## src/rtl/sram_req_ctrl_if.sv

```systemverilog
// Request, response and SRAM-port signal bundle for sram_req_ctrl.
// slave is the controller's view; master is the requester/SRAM side.
interface sram_req_ctrl_if #(
    parameter int ADDR_W = 12
);
    logic              req_valid;
    logic              req_ready;
    logic              req_wr;
    logic [3:0]        req_be;
    logic [31:0]       req_addr;
    logic [31:0]       req_wdata;
    logic              rsp_valid;
    logic              rsp_ready;
    logic [31:0]       rsp_rdata;
    logic              rsp_err;
    logic              sram_en;
    logic [3:0]        sram_wen;
    logic [ADDR_W-1:0] sram_addr;
    logic [31:0]       sram_wdata;
    logic [31:0]       sram_rdata;

    modport slave (
        input  req_valid, req_wr, req_be, req_addr, req_wdata, rsp_ready, sram_rdata,
        output req_ready, rsp_valid, rsp_rdata, rsp_err,
        output sram_en, sram_wen, sram_addr, sram_wdata
    );

    modport master (
        output req_valid, req_wr, req_be, req_addr, req_wdata, rsp_ready, sram_rdata,
        input  req_ready, rsp_valid, rsp_rdata, rsp_err,
        input  sram_en, sram_wen, sram_addr, sram_wdata
    );
endinterface

```

## src/rtl/sram_req_ctrl.sv

```systemverilog
// Request-side sequencer for a single-port word SRAM with byte-enabled requests.
// Define SRAM_REQ_CTRL_RMW_EN to perform partial writes as read-modify-write; otherwise they are rejected with rsp_err.
module sram_req_ctrl #(
    parameter int ADDR_W = 12
) (
    input  logic          clk,
    input  logic          reset,
    sram_req_ctrl_if.slave bus
);

    typedef enum logic [2:0] {
        IDLE    = 3'd0,
        RD_WAIT = 3'd1,
        RMW_RD  = 3'd2,
        RMW_WR  = 3'd3,
        RSP     = 3'd4
    } state_t;

    state_t            state_q, state_d;
    logic              rspValid_q;
    logic [31:0]       rspRdata_q;
    logic              rspErr_q;

    logic              reqReady;
    logic              accept;
    logic [ADDR_W-1:0] reqWordAddr;
    logic              rspSet;
    logic [31:0]       rspData;
    logic              rspErrSet;
    logic              sramEn;
    logic [3:0]        sramWen;
    logic [ADDR_W-1:0] sramAddr;
    logic [31:0]       sramWdata;
    logic              unusedAddrBits;

`ifdef SRAM_REQ_CTRL_RMW_EN
    logic [ADDR_W-1:0] rmwAddr_q, rmwAddr_d;
    logic [3:0]        rmwBe_q, rmwBe_d;
    logic [31:0]       rmwWdata_q, rmwWdata_d;
    logic [31:0]       merged_q, merged_d;
`endif

    assign reqWordAddr    = bus.req_addr[ADDR_W+1:2];
    assign unusedAddrBits = ^{bus.req_addr[31:ADDR_W+2], bus.req_addr[1:0]};

    // Reset gates acceptance so nothing is started while the block is held in reset.
    assign reqReady = (state_q == IDLE) && (!rspValid_q || bus.rsp_ready) && !reset;
    assign accept   = bus.req_valid && reqReady;

    always_comb begin
        state_d   = state_q;
        rspSet    = 1'b0;
        rspData   = 32'h0;
        rspErrSet = 1'b0;
        sramEn    = 1'b0;
        sramWen   = 4'h0;
        sramAddr  = reqWordAddr;
        sramWdata = bus.req_wdata;
`ifdef SRAM_REQ_CTRL_RMW_EN
        rmwAddr_d  = rmwAddr_q;
        rmwBe_d    = rmwBe_q;
        rmwWdata_d = rmwWdata_q;
        merged_d   = merged_q;
`endif
        case (state_q)
            IDLE: begin
                if (accept) begin
                    if (!bus.req_wr) begin
                        sramEn  = 1'b1;
                        state_d = RD_WAIT;
                    end else if (bus.req_be == 4'hF) begin
                        sramWen = 4'hF;
                        rspSet  = 1'b1;
                    end else if (bus.req_be == 4'h0) begin
                        rspSet = 1'b1;
                    end else begin
`ifdef SRAM_REQ_CTRL_RMW_EN
                        sramEn     = 1'b1;
                        rmwAddr_d  = reqWordAddr;
                        rmwBe_d    = bus.req_be;
                        rmwWdata_d = bus.req_wdata;
                        state_d    = RMW_RD;
`else
                        rspSet    = 1'b1;
                        rspErrSet = 1'b1;
`endif
                    end
                end
            end
            RD_WAIT: begin
                rspSet  = 1'b1;
                rspData = bus.sram_rdata;
                state_d = IDLE;
            end
`ifdef SRAM_REQ_CTRL_RMW_EN
            RMW_RD: begin
                for (int i = 0; i < 4; i++) begin
                    merged_d[8*i +: 8] = rmwBe_q[i] ? rmwWdata_q[8*i +: 8] : bus.sram_rdata[8*i +: 8];
                end
                state_d = RMW_WR;
            end
            RMW_WR: begin
                sramWen   = 4'hF;
                sramAddr  = rmwAddr_q;
                sramWdata = merged_q;
                rspSet    = 1'b1;
                state_d   = IDLE;
            end
`endif
            default: state_d = IDLE;
        endcase
    end

    always_ff @(posedge clk or posedge reset) begin
        if (reset) begin
            state_q    <= IDLE;
            rspValid_q <= 1'b0;
            rspRdata_q <= 32'h0;
            rspErr_q   <= 1'b0;
        end else begin
            state_q <= state_d;
            if (rspSet) begin
                rspValid_q <= 1'b1;
                rspRdata_q <= rspData;
                rspErr_q   <= rspErrSet;
            end else if (bus.rsp_ready) begin
                rspValid_q <= 1'b0;
            end
        end
    end

`ifdef SRAM_REQ_CTRL_RMW_EN
    always_ff @(posedge clk or posedge reset) begin
        if (reset) begin
            rmwAddr_q  <= '0;
            rmwBe_q    <= 4'h0;
            rmwWdata_q <= 32'h0;
            merged_q   <= 32'h0;
        end else begin
            rmwAddr_q  <= rmwAddr_d;
            rmwBe_q    <= rmwBe_d;
            rmwWdata_q <= rmwWdata_d;
            merged_q   <= merged_d;
        end
    end
`endif

    assign bus.req_ready  = reqReady;
    assign bus.rsp_valid  = rspValid_q;
    assign bus.rsp_rdata  = rspRdata_q;
    assign bus.rsp_err    = rspErr_q;
    assign bus.sram_en    = sramEn && !reset;
    assign bus.sram_wen   = reset ? 4'h0 : sramWen;
    assign bus.sram_addr  = sramAddr;
    assign bus.sram_wdata = sramWdata;

endmodule

```

## src/flat_wrapper.sv

```systemverilog
// flat-port wrapper written by rule: the top's interface ports become plain ports
module sram_req_ctrl_flat 
#(
    parameter int ADDR_W = 12
)
  (clk, reset, bus_req_valid, bus_req_wr, bus_req_be, bus_req_addr, bus_req_wdata, bus_rsp_ready, bus_sram_rdata, bus_req_ready, bus_rsp_valid, bus_rsp_rdata, bus_rsp_err, bus_sram_en, bus_sram_wen, bus_sram_addr, bus_sram_wdata);
  sram_req_ctrl_if #(.ADDR_W(ADDR_W)) bus_i ();
  input  logic clk;
  input  logic reset;
  input wire logic [$bits(bus_i.req_valid)-1:0] bus_req_valid;
  input wire logic [$bits(bus_i.req_wr)-1:0] bus_req_wr;
  input wire logic [$bits(bus_i.req_be)-1:0] bus_req_be;
  input wire logic [$bits(bus_i.req_addr)-1:0] bus_req_addr;
  input wire logic [$bits(bus_i.req_wdata)-1:0] bus_req_wdata;
  input wire logic [$bits(bus_i.rsp_ready)-1:0] bus_rsp_ready;
  input wire logic [$bits(bus_i.sram_rdata)-1:0] bus_sram_rdata;
  output wire logic [$bits(bus_i.req_ready)-1:0] bus_req_ready;
  output wire logic [$bits(bus_i.rsp_valid)-1:0] bus_rsp_valid;
  output wire logic [$bits(bus_i.rsp_rdata)-1:0] bus_rsp_rdata;
  output wire logic [$bits(bus_i.rsp_err)-1:0] bus_rsp_err;
  output wire logic [$bits(bus_i.sram_en)-1:0] bus_sram_en;
  output wire logic [$bits(bus_i.sram_wen)-1:0] bus_sram_wen;
  output wire logic [$bits(bus_i.sram_addr)-1:0] bus_sram_addr;
  output wire logic [$bits(bus_i.sram_wdata)-1:0] bus_sram_wdata;
  assign bus_i.req_valid = bus_req_valid;
  assign bus_i.req_wr = bus_req_wr;
  assign bus_i.req_be = bus_req_be;
  assign bus_i.req_addr = bus_req_addr;
  assign bus_i.req_wdata = bus_req_wdata;
  assign bus_i.rsp_ready = bus_rsp_ready;
  assign bus_i.sram_rdata = bus_sram_rdata;
  assign bus_req_ready = bus_i.req_ready;
  assign bus_rsp_valid = bus_i.rsp_valid;
  assign bus_rsp_rdata = bus_i.rsp_rdata;
  assign bus_rsp_err = bus_i.rsp_err;
  assign bus_sram_en = bus_i.sram_en;
  assign bus_sram_wen = bus_i.sram_wen;
  assign bus_sram_addr = bus_i.sram_addr;
  assign bus_sram_wdata = bus_i.sram_wdata;
  sram_req_ctrl #(.ADDR_W(ADDR_W)) u_core (.clk(clk), .reset(reset), .bus(bus_i));
endmodule
```

## config.mk

```make
export PLATFORM = sky130hd
export DESIGN_NAME = sram_req_ctrl_flat
export DESIGN_NICKNAME = d
export VERILOG_FILES = /design/src/rtl/sram_req_ctrl_if.sv /design/src/rtl/sram_req_ctrl.sv /design/src/flat_wrapper.sv
export SDC_FILE = /design/constraint.sdc
export NUM_CORES = 1
export LEC_CHECK = 0
export CAP_MARGIN = 20
export CORE_ASPECT_RATIO = 0.75
export CORE_UTILIZATION = 27
export DETAILED_ROUTE_END_ITERATION = 10
export PLACE_DENSITY = 0.78
export SYNTH_ARGS = -nofsm -noshare
export SYNTH_HDL_FRONTEND = slang
export SYNTH_SLANG_ARGS = --single-unit
```

## constraint.sdc

```tcl
create_clock -name clk -period 1.48 [get_ports clk]
set_input_delay 0.148 -clock clk [delete_from_list [all_inputs] [get_ports clk]]
set_output_delay 0.148 -clock clk [all_outputs]
set_load 0.01 [all_outputs]
```

==> After elaboration in Yosys (flattened, before gate mapping) <==
Index checks and enable logic that the tools add are counted.
{ "totals": {"regBits": 37, "latchBits": 0, "mem_bits_rw": 0, "rom_bits": 0, "inputBits": 105, "word_cells": 41, "memories": 0} }
{ "classes": {"addsub": 0, "n_mul": 0, "div_mod_pow": 0, "magnitude_cmp": 0, "eq_ne": 4, "shifts": 0, "mux": 22, "bitwise_logic": 0, "reduce_logical": 11} }
{ "op_table": {"columns": ["operator", "count"], "rows": [
  ["$mux 32", 1],
  ["$mux 4", 5],
  ["$mux 1", 12],
  ["$mux 3", 3],
  ["$eq 4x4->1 const B", 1],
  ["$logic_and 1x1->1", 4],
  ["$logic_not 4->1", 1],
  ["$eq 3x1->1 const B", 1],
  ["$logic_not 3->1", 1],
  ["$logic_not 1->1", 2],
  ["$ne 2x1->1 const B", 1],
  ["$ne 2x2->1 const B", 1],
  ["$pmux 1 s2", 1],
  ["$reduce_and 2->1", 1],
  ["$reduce_bool 2->1", 1],
  ["$logic_or 1x1->1", 1]
]} }

==> Depth between registers and ports, before layout <==
Gate-level depths: netlist (run 1).
{ "logic_depth": {"word_depth": 8, "mapped_depth": 4, "ltp_nobuf": 3} }

==> Worst setup path before layout (run 1) <==
No wires, ideal clock.
{ "synth_path": {"path_kind": "flip-flop to output port", "startpoint": "reg u_core.rspValid_q (netlist: u_core.bus.rsp_valid)", "endpoint": "out bus_sram_wen[1]", "arrival_ns": 1.477, "t_required_ns": 1.332, "setup_slack_ns": -0.145, "stages_incl_launch_ff": 5, "n_path_buf": 1, "path_cell_list": "dfrtp_1 -> nor2b_1 -> or4_4 -> nor2_1 -> buf_4"} }
{ "synth_via": {"elab_chain_len": 8} }
{ "synth_rtl": {"columns": ["element", "line", "source"], "rows": [
  ["start, declared", "sram_req_ctrl.sv:20", "logic rspValid_q;"],
  ["start signal, assigned", "sram_req_ctrl.sv:117", "rspValid_q <= 1'b0;"],
  ["start signal, assigned", "sram_req_ctrl.sv:123", "rspValid_q <= 1'b1;"],
  ["start signal, assigned", "sram_req_ctrl.sv:127", "rspValid_q <= 1'b0;"],
  ["$logic_not 1->1", "sram_req_ctrl.sv:47", "assign reqReady = (state_q == IDLE) && (!rspValid_q || bus.rsp_ready) && !reset;"],
  ["$logic_or 1x1->1", "sram_req_ctrl.sv:47", null],
  ["$logic_and 1x1->1 (2 in series)", "sram_req_ctrl.sv:47", null],
  ["$logic_and 1x1->1", "sram_req_ctrl.sv:48", "assign accept = bus.req_valid && reqReady;"],
  ["$mux 4", "sram_req_ctrl.sv:67", "if (accept) begin"],
  ["$mux 4", "sram_req_ctrl.sv:65", "case (state_q)"],
  ["$mux 4", "sram_req_ctrl.sv:153", "assign bus.sram_wen = reset ? 4'h0 : sramWen;"],
  ["end, declared", "flat_wrapper.sv:22", "output wire logic [$bits(bus_i.sram_wen)-1:0] bus_sram_wen;"]
]} }
Every way passes these cells.

==> Worst setup path in the final report (run 1) <==
{ "layout_path": {"startpoint": "in bus_req_wr", "endpoint": "out bus_sram_wen[2]"} }
{ "layout_via": {"elab_chain_len": 4} }
{ "layout_rtl": {"columns": ["element", "line", "source"], "rows": [
  ["start, declared", "flat_wrapper.sv:11", "input wire logic [$bits(bus_i.req_wr)-1:0] bus_req_wr;"],
  ["$mux 4", "sram_req_ctrl.sv:68", "if (!bus.req_wr) begin"],
  ["$mux 4", "sram_req_ctrl.sv:67", null],
  ["$mux 4", "sram_req_ctrl.sv:65", null],
  ["$mux 4", "sram_req_ctrl.sv:153", null]
]} }
Every way passes these cells.

==> flow_summary.toml, run 1 <==
[power]
power.sequential.fraction_pct = 41.5
clockPowerShare_pct = 26.0
vdd.ir_drop.worst_mv = 0.394
cell_internal_pwr_uw = 2120
p_switching_uw = 803
power_per_cell_area_nw_per_um2 = 1050
power_consumption_uw = 2920
power.share.combinational_pct = 32.5
power.leakage_uw = 0.00118
share_of_total_power_consumed_by_net_switching_pct = 27.5

[synth]
synth_top_cell_by_area = "dfrtp_1"
main_combinational_cell_family_by_area_after_synthesis = "simple AND/OR/NAND/NOR gates"
synth.mux.area_fraction_pct = 0.534
synthesized_area_fraction_occupied_by_adder_cells_pct = 0
avgSynthCellArea_um2 = 9.18
synth_sequential_area_ratio_pct = 46.8
synthSimpleGateAreaFrac_pct = 22.4
synth.ff_latch_count = 35
post_synth_inst_count = 204
synth.top_cells.by_area = "dfrtp_1, buf_4, nand2b_1"
synthDominantCellAreaShare_pct = 46.8
postSynthNetCount = 309
synth.distinct_cells = 20
count_of_synthesis_stage_warnings_from_yosys = 0
synth_compound_gate_area_share_pct = 8.82
mappedNetlistArea_um2 = 1870
synthXorXnorAreaFrac_pct = 0

[setup_path]
rrSetupSlack_ns = -0.03
cp_slowest_cell = "clkdlybuf4s50_1"
criticalPathCategory = "input port to output port"
worst_setup_path_start_kind = "input port"
crit_family = "simple AND/OR/NAND/NOR gates"
crit_chain = "clkdlybuf4s50_1 > nand2_2 > or4_4 > nor2_4 > buf_2"
critical_path_required_time_ns = 1.33
end_kind = "output port"
crit_buf_inv = 2
worst_r2r_end = "u_core.bus.rsp_rdata[4]"
cp_slowest_stage_delay_ns = 0.51
arrival_ns = 1.52
regToRegStartpoint = "u_core.bus.rsp_valid"
path_depth = 5
timing.critical_path.fanout_max = 4
reg2regPathDepth = 7

[routing]
drt_first_pass_iters = 7
num_vias = 1464
initialDrtViolationCount = 33
route.antenna.remaining_nets = 0
postRouteWirelength_um = 4640
routedWlPerCell_um = 13.9
routed_via_density = 4.38
detail_route.drc_violations = 7

[final_layout]
flow.area_growth_from_synthesis_pct = 49.2
fin_cells = 334
area_taken_by_multi_input_logic_gates_um2 = 726
drive_above_1_share_pct = 24.5
insertedDiodeCount = 0
final_nets = 357
filler_cell_count = 643
regArea_um2 = 877

[global_routing]
track_usage_pct = 12.9
grt_pass1_wl_um = 7240
antenna_found_initial = 0
grt_pass1_vias = 1486
grt_overflow = 0
pin_count_of_the_biggest_net_entering_global_routing = 68

[status]
outcome = "complete, but fails checks"
violations_in_the_final_reports = "design-rule violations, negative setup slack"

[cts]
cts_tree = "built"
cts_buffers = 5
worstSkewPairLatency_ns = 0.28
clk_path_buf_depth = 2
clock-sinks = 35
cts-root-buf = "clkbuf_8"
cts.htree.levels = 2

[timing]
relSlewSlack_pct = 78.4
maxSlewViolCount = 0
rsz0062_at_grt = "true"
final.period_utilization_pct = 113
fin_worst_skew_ns = 0.00190
worst_pin_slew_ns = 0.324
worst_slack_ns = -0.190
period_needed_ns = 1.67
fmax_mhz = 599
report.final.setup_viol = 30
hold_viol = 0

[hold_path]
min-delay-path-class = "input port to output port"
worstHoldEndpoint = "bus_sram_wdata[10]"
worst_hold_startpoint = "bus_req_wdata[10]"
min_delay_path_depth = 0

[die]
core_area_um2 = 6510
num_io_pins = 189
start_util_pct = 28.8
die-width_um = 98.2
die-area_um2 = 7280
placement_rows = 25
fp.dieH_um = 74.1

[placement]
io_buffer_count = 80
place_congestion = 0.793
dpl.cell_count = 319
post-place-ws_ns = -0.605
place.detailed.hpwl_um = 2950

[flow_run]
cap_viol_max_count = 0
what timing repair did:
item,CTS,global route
pin swaps,27,3
hold buffers,0,0
gates cloned,2,0
resized for setup,95,16
buffers inserted,6,2
endpoints found under the setup margin,38,38
routing by layer:
metal  wire (µm)  track usage (%)
met1        1950             15.7
met2        2240             20.8
met3         397             5.08
met4          60             4.98
met5           0                0
worst max path at each step:
stage	end	startpoint	slack [ns]
4_1_cts	bus_sram_wen[3]	u_core.state_q[0]	-0.23
5_1_grt	bus_sram_wen[1]	u_core.bus.rsp_valid	-0.28
3_3_place_gp	bus_sram_wen[1]	bus_req_wr	-0.54
6_report	bus_sram_wen[2]	bus_req_wr	-0.19
3_5_place_dp	bus_sram_wen[3]	bus_req_valid	-0.60
2_1_floorplan	bus_sram_wen[1]	u_core.bus.rsp_valid	0.02
cell type report:
cell class	instances	share of cell area [%]
repair buffers	98	35.3
flip-flops and latches	35	31.4
multi-input cells	111	26.0
well taps	81	3.63
clock buffers	8	3.58
inverters	1	0.134
through the flow:
step / TNS, ns / hold slack [ns] / area [µm²] / utilization, %
after floorplan: 0 / 0.256 / 1880 / -
after global placement: -8.61 / 0.296 / 2470 / 37.9
after detailed placement: -9.77 / 0.296 / 2470 / 37.9
after CTS: -2.26 / 0.296 / 2750 / 42.3
after global routing: -3.55 / 0.296 / 2790 / 42.9
final: -1.20 / 0.296 / 2790 / 42.9
sequential cells by signal, summed over array words and instances, names as in the netlist:
register,count
u_core.bus.rsp_valid,1
u_core.bus.rsp_err,1
u_core.state_q,1
u_core.bus.rsp_rdata,32
Yosys cell counts (all sizes together):
library cell / n
nor4: 1
mux2i: 1
dfrtp: 35
o21ai: 33
clkbuf: 6
nand2b: 33
nor2: 2
nand2: 34
inv: 1
nor2b: 1
nor3: 1
and3b: 2
or4: 2
nand4: 1
buf: 51
power by group through the flow:
stage | Sequential, µW | Combinational, µW | Clock, µW
3_3_place_gp | 1220 | 779 | 0
5_1_grt | 1240 | 1020 | 837
3_5_place_dp | 1230 | 799 | 0
2_1_floorplan | 1300 | 314 | 0
6_report | 1210 | 949 | 761
4_1_cts | 1210 | 933 | 797
cell usage in the layout, fill, tap and decap left out, drive strengths merged:
master	Yosys	layout
nand2	34	34
and3b	2	2
nor2	2	2
mux2i	1	1
nand4	1	1
inv	1	1
buf	51	24
nor2b	1	1
or4	2	2
nand2b	33	33
o21ai	33	33
dfrtp	35	35
clkbuf	6	8
nor4	1	1
nor3	1	1
clkdlybuf4s50	0	74
worst reg2reg max path: cells and delay by family (launching register included):
kind                   cells  cell delay, ns
AO/OA/AOI/OAI              1            0.07
buffers and inverters      4            0.55
AND/OR/NAND/NOR            2            0.40
flip-flops                 1            0.39
cell families after synthesis:
logic type / Yosys count
simple gates: 77
mux: 1
compound gates: 33
flops: 35
buf+inv: 58
Power figures use the tool's default switching activity.
==> inputs of run 2 (changes only) <==
--- a/config.mk
+++ b/config.mk
@@ -8,6 +8,7 @@
 export CAP_MARGIN = 20
 export CORE_ASPECT_RATIO = 0.75
 export CORE_UTILIZATION = 27
+export CTS_BUF_LIST = sky130_fd_sc_hd__clkbuf_8
 export DETAILED_ROUTE_END_ITERATION = 10
 export PLACE_DENSITY = 0.78
 export SYNTH_ARGS = -nofsm -noshare
==> run 2 against run 1 <==
  * The flow still finishes with violations (design-rule violations, negative setup slack)
  * Largest cell class unchanged
  * Critical path type unchanged
  * Routed wire length about the same
  * Global-route usage did not move
  * Combinational power hardly changed
  * Flip-flop and latch count did not move
  * Clock power fell by 0.9%
  * Clock skew about the same
  * Design area unchanged
  * Utilization did not move
  * Worst hold slack did not move
==> flow_summary.toml, run 2 (synthesis results as in run 1) <==
[die]
start_util_pct = 28.8
placement_rows = 25
core_area_um2 = 6510
num_io_pins = 189
fp.dieH_um = 74.1
die-width_um = 98.2
die-area_um2 = 7280

[routing]
routed_via_density = 4.40
routedWlPerCell_um = 13.9
route.antenna.remaining_nets = 0
detail_route.drc_violations = 7
initialDrtViolationCount = 33
num_vias = 1468
postRouteWirelength_um = 4640
drt_first_pass_iters = 7

[setup_path]
critical_path_required_time_ns = 1.33
end_kind = "output port"
criticalPathCategory = "input port to output port"
regToRegStartpoint = "u_core.bus.rsp_valid"
arrival_ns = 1.52
reg2regPathDepth = 7
rrSetupSlack_ns = -0.03
critical_path_start = "bus_req_wr"
worst_r2r_end = "u_core.bus.rsp_rdata[4]"
cp_slowest_stage_delay_ns = 0.51
timing.critical_path.fanout_max = 4
worst_setup_path_start_kind = "input port"
crit_chain = "clkdlybuf4s50_1 > nand2_2 > or4_4 > nor2_4 > buf_2"
cp_slowest_cell = "clkdlybuf4s50_1"
crit_path_end = "bus_sram_wen[2]"

[final_layout]
final_nets = 357
layout.cells.most_common = "clkdlybuf4s50_1"
flow.area_growth_from_synthesis_pct = 49.2
filler_cell_count = 643
drive_above_1_share_pct = 24.5
layout.cells.most_common_list = "clkdlybuf4s50_1, dfrtp_1, nand2b_1, nand2_1, o21ai_2"
largest_reg_flops = 32
insertedDiodeCount = 0

[timing]
worst_slack_ns = -0.190
totalNegativeSetupSlack_ns = -1.19
fin_worst_skew_ns = 0.00209
period_needed_ns = 1.67
rsz0062_at_grt = "true"
hold_viol = 0
fin_hold_ws_ns = 0.296
report.final.setup_viol = 30
final.period_utilization_pct = 113
fmax_mhz = 599
relSlewSlack_pct = 78.3
worst_pin_slew_ns = 0.325
maxSlewViolCount = 0

[cts]
worstSkewPairLatency_ns = 0.28
cts_buffers = 5
clock-sinks = 35
cts-root-buf = "clkbuf_8"
clk_path_buf_depth = 2
cts.htree.levels = 2
cts_tree = "built"

[global_routing]
track_usage_pct = 12.9
pin_count_of_the_biggest_net_entering_global_routing = 68
grt_pass1_vias = 1486
antenna_found_initial = 0
grt_pass1_wl_um = 7240
grt_overflow = 0

[hold_path]
min-delay-path-class = "input port to output port"

[placement]
place.detailed.hpwl_um = 2950
place_congestion = 0.793
io_buffer_count = 80

[power]
vdd.ir_drop.worst_mv = 0.394
power.leakage_uw = 0.00118
power_per_cell_area_nw_per_um2 = 1040

[status]
outcome = "complete, but fails checks"
violations_in_the_final_reports = "design-rule violations, negative setup slack"

[flow_run]
cap_viol_max_count = 0
[run 2: critical path, delay by kind of cell]
family | cells | cell delay (ns)
buffers and inverters | 2 | 0.66
and+or+nand+nor | 3 | 0.72
[run 2: where the power goes]
part	switching, µW	leakage, µW	internal, µW
sequential	91.5	0.000452	1120
clock	336	0.0000557	418
combinational	376	0.000672	574
[run 2: metrics by stage]
stage / util, % / total power (µW) / setup WS (ns) / cells / instance area, µm²
floorplan: - / 1620 / 0.0238 / 204 / 1880
global placement: 37.9 / 2000 / -0.537 / 319 / 2470
detailed placement: 37.9 / 2030 / -0.605 / 319 / 2470
CTS: 42.3 / 2940 / -0.232 / 335 / 2750
global route: 42.9 / 3090 / -0.280 / 334 / 2790
finish: 42.9 / 2920 / -0.190 / 334 / 2790
[run 2: worst min-delay path by stage]
stage | endpoint | startpoint | cells past startpoint | slack [ns]
floorplan | u_core.bus.rsp_valid | reset | 1 | 0.26
global placement | bus_sram_addr[2] | bus_req_addr[4] | 0 | 0.30
detailed placement | bus_sram_addr[2] | bus_req_addr[4] | 0 | 0.30
CTS | bus_sram_addr[2] | bus_req_addr[4] | 0 | 0.30
global route | bus_sram_addr[1] | bus_req_addr[3] | 0 | 0.30
finish | bus_sram_wdata[10] | bus_req_wdata[10] | 0 | 0.30
[run 2: area by class of cell]
cell class	count	area (µm²)	share of cell area, %
Multi-Input combinational cell	111	726	26.0
Timing Repair Buffer	98	986	35.3
Clock buffer	7	96.3	3.45
Sequential cell	35	877	31.4
Inverter	1	3.75	0.134
Clock inverter	1	3.75	0.134
Tap cell	81	101	3.63
[run 2: layer usage]
| metal | global-route usage, % | part of all wire [%] | wire length (µm) | vias up |
|---|---|---|---|---|
| li1 | - | - | - | 696 |
| met1 | 15.7 | 42 | 1940 | 685 |
| met2 | 20.8 | 48 | 2240 | 77 |
| met3 | 5.08 | 8.5 | 396 | 10 |
| met4 | 4.98 | 1.3 | 60 | 0 |
| met5 | 0 | 0 | 0 | - |
[run 2: what timing repair did]
item,CTS,global route
pin swaps,27,3
buffers inserted,6,2
endpoints found under the hold margin,0,0
gates resized for setup,95,16
hold buffers,0,0
cloned,2,0
setup endpoints to repair,38,38
